File: config.mk
export PLATFORM = sky130hd
export DESIGN_NAME = note_sequencer
export DESIGN_NICKNAME = d
export VERILOG_FILES = /design/src/rtl/note_sequencer.sv
export SDC_FILE = /design/constraint.sdc
export NUM_CORES = 1
export LEC_CHECK = 0
export BUFFER_PORTS_ARGS = -buffer_cell sky130_fd_sc_hd__buf_2
export CORE_MARGIN = 5
export CORE_UTILIZATION = 35
export DETAILED_ROUTE_END_ITERATION = 6
export GPL_ROUTABILITY_DRIVEN = 0
export GPL_TIMING_DRIVEN = 0
export SLEW_MARGIN = 20
export SYNTH_ARGS = -nofsm -noshare
export SYNTH_HDL_FRONTEND = slang
export SYNTH_SLANG_ARGS = --single-unit
export TNS_END_PERCENT = 1
File: constraint.sdc
create_clock -name clk -period 3.5 [get_ports clk]
set_clock_uncertainty 0.15 [all_clocks]
set_input_delay 0.175 -clock clk [delete_from_list [all_inputs] [get_ports clk]]
set_output_delay 0.175 -clock clk [all_outputs]
set_load 0.02 [all_outputs]
File: src/rtl/note_sequencer.sv
// Note sequencer: walks note indices, times sound/gap phases from the duration ROM, and emits gate/strobe outputs.
// Optional articulation gap enabled by defining NOTE_SEQ_ARTICULATION_EN; otherwise notes play legato.
module note_sequencer #(
  parameter int CLOCK_FREQ = 100_000_000,
  parameter int NUM_NOTES  = 29,
  parameter int GAP_CYCLES = 1_000_000
) (
  input  logic        clk,
  input  logic        rst,
  input  logic        start,
  input  logic        stop,
  input  logic        pause,
  input  logic        loop_en,
  input  logic [28:0] note_dur,
  output logic [10:0] note_index,
  output logic        note_on,
  output logic        note_start,
  output logic        song_done,
  output logic        busy
);

  if (CLOCK_FREQ < 1 || NUM_NOTES < 1 || NUM_NOTES > 2048 ||
      GAP_CYCLES < 0 || GAP_CYCLES > 29'h1FFF_FFFF) begin : g_bad_param
    $error("note_sequencer: parameter out of range");
  end

  localparam logic [10:0] LAST_IDX = 11'(NUM_NOTES - 1);

`ifdef NOTE_SEQ_ARTICULATION_EN
  localparam logic [28:0] GAP_C = 29'(GAP_CYCLES);
  typedef enum logic [1:0] {S_IDLE, S_LOAD, S_NOTE, S_GAP} state_e;
`else
  typedef enum logic [1:0] {S_IDLE, S_LOAD, S_NOTE} state_e;
`endif

  state_e      state_q, state_d;
  logic [28:0] cnt_q, cnt_d;
  logic [10:0] note_index_q, note_index_d;
  logic        note_on_q, note_on_d;
  logic        note_start_q, note_start_d;
  logic        song_done_q, song_done_d;
  logic        busy_q, busy_d;
  logic        advance;
  logic [28:0] dur_eff;
`ifdef NOTE_SEQ_ARTICULATION_EN
  logic [28:0] gap_q, gap_d;
`endif

  // A zero duration still plays for one cycle so every note is audible.
  assign dur_eff = (note_dur == 29'd0) ? 29'd1 : note_dur;

  always_comb begin
    state_d      = state_q;
    cnt_d        = cnt_q;
    note_index_d = note_index_q;
    note_on_d    = 1'b0;
    note_start_d = 1'b0;
    song_done_d  = 1'b0;
    advance      = 1'b0;
`ifdef NOTE_SEQ_ARTICULATION_EN
    gap_d        = gap_q;
`endif

    case (state_q)
      S_IDLE: begin
        if (start) begin
          state_d      = S_LOAD;
          note_index_d = 11'd0;
        end
      end
      S_LOAD: begin
`ifdef NOTE_SEQ_ARTICULATION_EN
        if (dur_eff > GAP_C) begin
          cnt_d = dur_eff - GAP_C;
          gap_d = GAP_C;
        end else begin
          cnt_d = dur_eff;
          gap_d = 29'd0;
        end
`else
        cnt_d = dur_eff;
`endif
        state_d      = S_NOTE;
        note_on_d    = 1'b1;
        note_start_d = 1'b1;
      end
      S_NOTE: begin
        // While paused the counter and state hold and the gate stays low.
        if (!pause) begin
          if (cnt_q <= 29'd1) begin
`ifdef NOTE_SEQ_ARTICULATION_EN
            if (gap_q != 29'd0) begin
              cnt_d   = gap_q;
              state_d = S_GAP;
            end else begin
              advance = 1'b1;
            end
`else
            advance = 1'b1;
`endif
          end else begin
            cnt_d     = cnt_q - 29'd1;
            note_on_d = 1'b1;
          end
        end
      end
`ifdef NOTE_SEQ_ARTICULATION_EN
      S_GAP: begin
        if (!pause) begin
          if (cnt_q <= 29'd1) begin
            advance = 1'b1;
          end else begin
            cnt_d = cnt_q - 29'd1;
          end
        end
      end
`endif
      default: begin
        state_d = S_IDLE;
      end
    endcase

    // End of a note: the next-note decision happens in the same cycle, no dwell state.
    if (advance) begin
      if (note_index_q < LAST_IDX) begin
        note_index_d = note_index_q + 11'd1;
        state_d      = S_LOAD;
      end else if (loop_en) begin
        note_index_d = 11'd0;
        state_d      = S_LOAD;
      end else begin
        note_index_d = 11'd0;
        song_done_d  = 1'b1;
        state_d      = S_IDLE;
      end
    end

    if (stop) begin
      state_d      = S_IDLE;
      note_index_d = 11'd0;
      cnt_d        = 29'd0;
      note_on_d    = 1'b0;
      note_start_d = 1'b0;
      song_done_d  = 1'b0;
    end

    busy_d = (state_d != S_IDLE);
  end

  always_ff @(posedge clk) begin
    if (rst) begin
      state_q      <= S_IDLE;
      cnt_q        <= 29'd0;
      note_index_q <= 11'd0;
      note_on_q    <= 1'b0;
      note_start_q <= 1'b0;
      song_done_q  <= 1'b0;
      busy_q       <= 1'b0;
`ifdef NOTE_SEQ_ARTICULATION_EN
      gap_q        <= 29'd0;
`endif
    end else begin
      state_q      <= state_d;
      cnt_q        <= cnt_d;
      note_index_q <= note_index_d;
      note_on_q    <= note_on_d;
      note_start_q <= note_start_d;
      song_done_q  <= song_done_d;
      busy_q       <= busy_d;
`ifdef NOTE_SEQ_ARTICULATION_EN
      gap_q        <= gap_d;
`endif
    end
  end

  assign note_index = note_index_q;
  assign note_on    = note_on_q;
  assign note_start = note_start_q;
  assign song_done  = song_done_q;
  assign busy       = busy_q;

endmodule
==> results.tsv <==
metric	value	unit
clk sinks	46	
Detailed Routing Iterations Pass 1	5	
Seq cells post-synth	46	
TritonCTS buffer count	5	
initial antenna violation count	0	
buffers inserted by post-CTS timing repair	0	
wire length of the first global-routing pass	14.2	mm
drt initial violations	253	
Area Overhead vs Synth	18.2	%
most common cell after layout, fill and taps aside	nand2_1	
Die Width	97.9	um
largest net degree at the start of global routing	14	
CP required	3550	ps
Root Buffer	clkbuf_8	
Syn Nets	378	
Hold Crit Class	input pin to flop	
commonest non-fill, non-tap cells in the layout	51 x nand2_1, 50 x buf_2, 46 x dfxtp_1	
CTS tree	yes	
status	completed	
R2R Setup Slk	210	ps
Crit path arrival time	3340	ps
setup violators final	0	
startpoint types	flop	
Syn Inst Count	336	
post-DR wirelength/cell	17.9	um
top achievable clock speed	304	MHz
maximum VDD drop	0.183	mV
critical path capture point type	flop	
met3 routed wirelength	625	um
unrepaired setup endpoints after global routing	no	
ys async rst share	0	%
post_cts resized	0	
Max Used Layer	met4	
Setup TNS	0	ps
Die Ht	97.9	um
pwr/cell area	347	nW/um^2
CTS max path bufs	2	
Final Max Tran Viols	0	
clock-pin transition on the worst setup and hold timing paths	90	ps
dominant synthesized flop cell	dfxtp_1	
Met1 Wirelength	4.03	mm
post-synthesis sequential area ratio	34.1	%
GRT Total Usage	18.3	%
Critical Path Fanout Max	9	
CORE AREA	7610	um^2
placed instance count	487	
H-tree levels	2	
Avg Cell Area, Syn	8.04	um^2
Max transition margin	48.3	%
GRT Residual Overflow	0	
Ys Warns	0	
Finished Core Util	42.0	%
Post-synth EDFFs	0	
# rows	32	
Port-buffer cells	49	
fin worst setup slack	213	ps
number of max-cap violations	0	
post-synth cell types	61	
layout cells sized above 1	19.7	%
via count	2997	
die footprint	9570	um^2
post-route minimum period	3290	ps
antenna diode count	0	
Final Non-Filler Cells	498	
Vias/cell	6.02	
number of global-route vias before repair	2757	
Worst-Margin Slew	765	ps
final worst-path cycle share	93.9	%
wirelength, routed	8.93	mm
post-route cell area	3190	um^2
Hold Buf Count CTS	4	
I/O pin cnt	50	
post-synthesis cell area	2700	um^2
drc violations	0	
pre-CTS setup slack	309	ps
Final Hold Violating Endpoints	0	
leakage	0.00125	uW
Post-DP Area	3070	um^2
routed wl met2	4.07	mm
Starting Density	35.5	%
Nets	438	
Clk Latency, worst-skew pair	310	ps
critical path class	flop to flop	
Antenna Violating Nets Remaining	0	
Detail Placement HPWL	6.62	mm
-- worst max-delay path, cell delays in order, from the launching register on --
cell and delay [ps]:
dfxtp_1 340, inv_1 80, ha_1 140, clkbuf_1 430, nand2b_1 380, a41oi_1 520
nand3_1 360, or4_1 500, a32o_1 270
-- synth_stat cells, types with 6 or more instances --
library cell	count	area, um^2
inv_1	6	22.5
and2_1	6	37.5
clkbuf_1	14	52.6
nand2_1	51	191
nor2_1	33	124
a31oi_1	7	43.8
nor3_1	8	40.0
o2bb2ai_1	7	61.3
ha_1	7	87.6
a21oi_1	17	85.1
nor4_1	15	93.8
or4_1	9	67.6
o211ai_1	8	60.1
nand3_1	11	55.1
dfxtp_1	46	921
o21ai_0	7	35.0
or2_2	6	37.5
-- layer usage --
layer	vias up	GRT usage (%)
met4	0	5.54
li1	1397	-
met1	1435	25.9
met3	21	3.21
met2	144	28.2
met5	-	0
-- layout make-up --
type / instances / area [um^2]
Multi-Input combinational cell: 267 / 1690
Clock inverter: 2 / 10.0
Sequential cell: 46 / 921
Tap cell: 102 / 128
Timing Repair Buffer: 53 / 285
Clock buffer: 5 / 68.8
Fill cell: 793 / 4410
Buffer: 16 / 68.8
Inverter: 7 / 26.3
-- stage by stage --
step / total power (uW) / hold slack [ps]
5_1_grt: 1160 / 30.5
3_3_place_gp: 792 / 307
6_report: 1110 / 7.14
4_1_cts: 1110 / 9.35
2_1_floorplan: 714 / 175
3_5_place_dp: 793 / 300
-- final timing paths --
kind                                  end          from  cells past startpoint
worst min register to register  cnt_q[26]     cnt_q[26]                      2
worst max register to register  cnt_q[20]    state_q[0]                      8
worst max-delay path            cnt_q[20]    state_q[0]                      8
worst min-delay path            cnt_q[12]  note_dur[12]                      3
-- state kept, by name, summed over array words and instances (netlist names) --
| register | count |
|---|---|
| note_start | 1 |
| note_on | 1 |
| state_q | 2 |
| cnt_q | 29 |
| note_index | 11 |
| song_done | 1 |
| busy | 1 |
-- where the power goes --
group          internal (uW)  total [uW]  switching [uW]
clock network            135         319             184
registers                533         543            10.4
logic                   92.6         247             155
-- logic make-up after synthesis --
group	share of synthesized area, %
flip-flops	34.1
AO/OA/AOI/OAI	24.4
adder cells (fa/ha/maj)	3.24
multiplexers	2.41
AND/OR/NAND/NOR	31.4
XOR/XNOR	0.973
buffers and inverters	3.52
No activity file was read; power rests on OpenSTA's default activity.
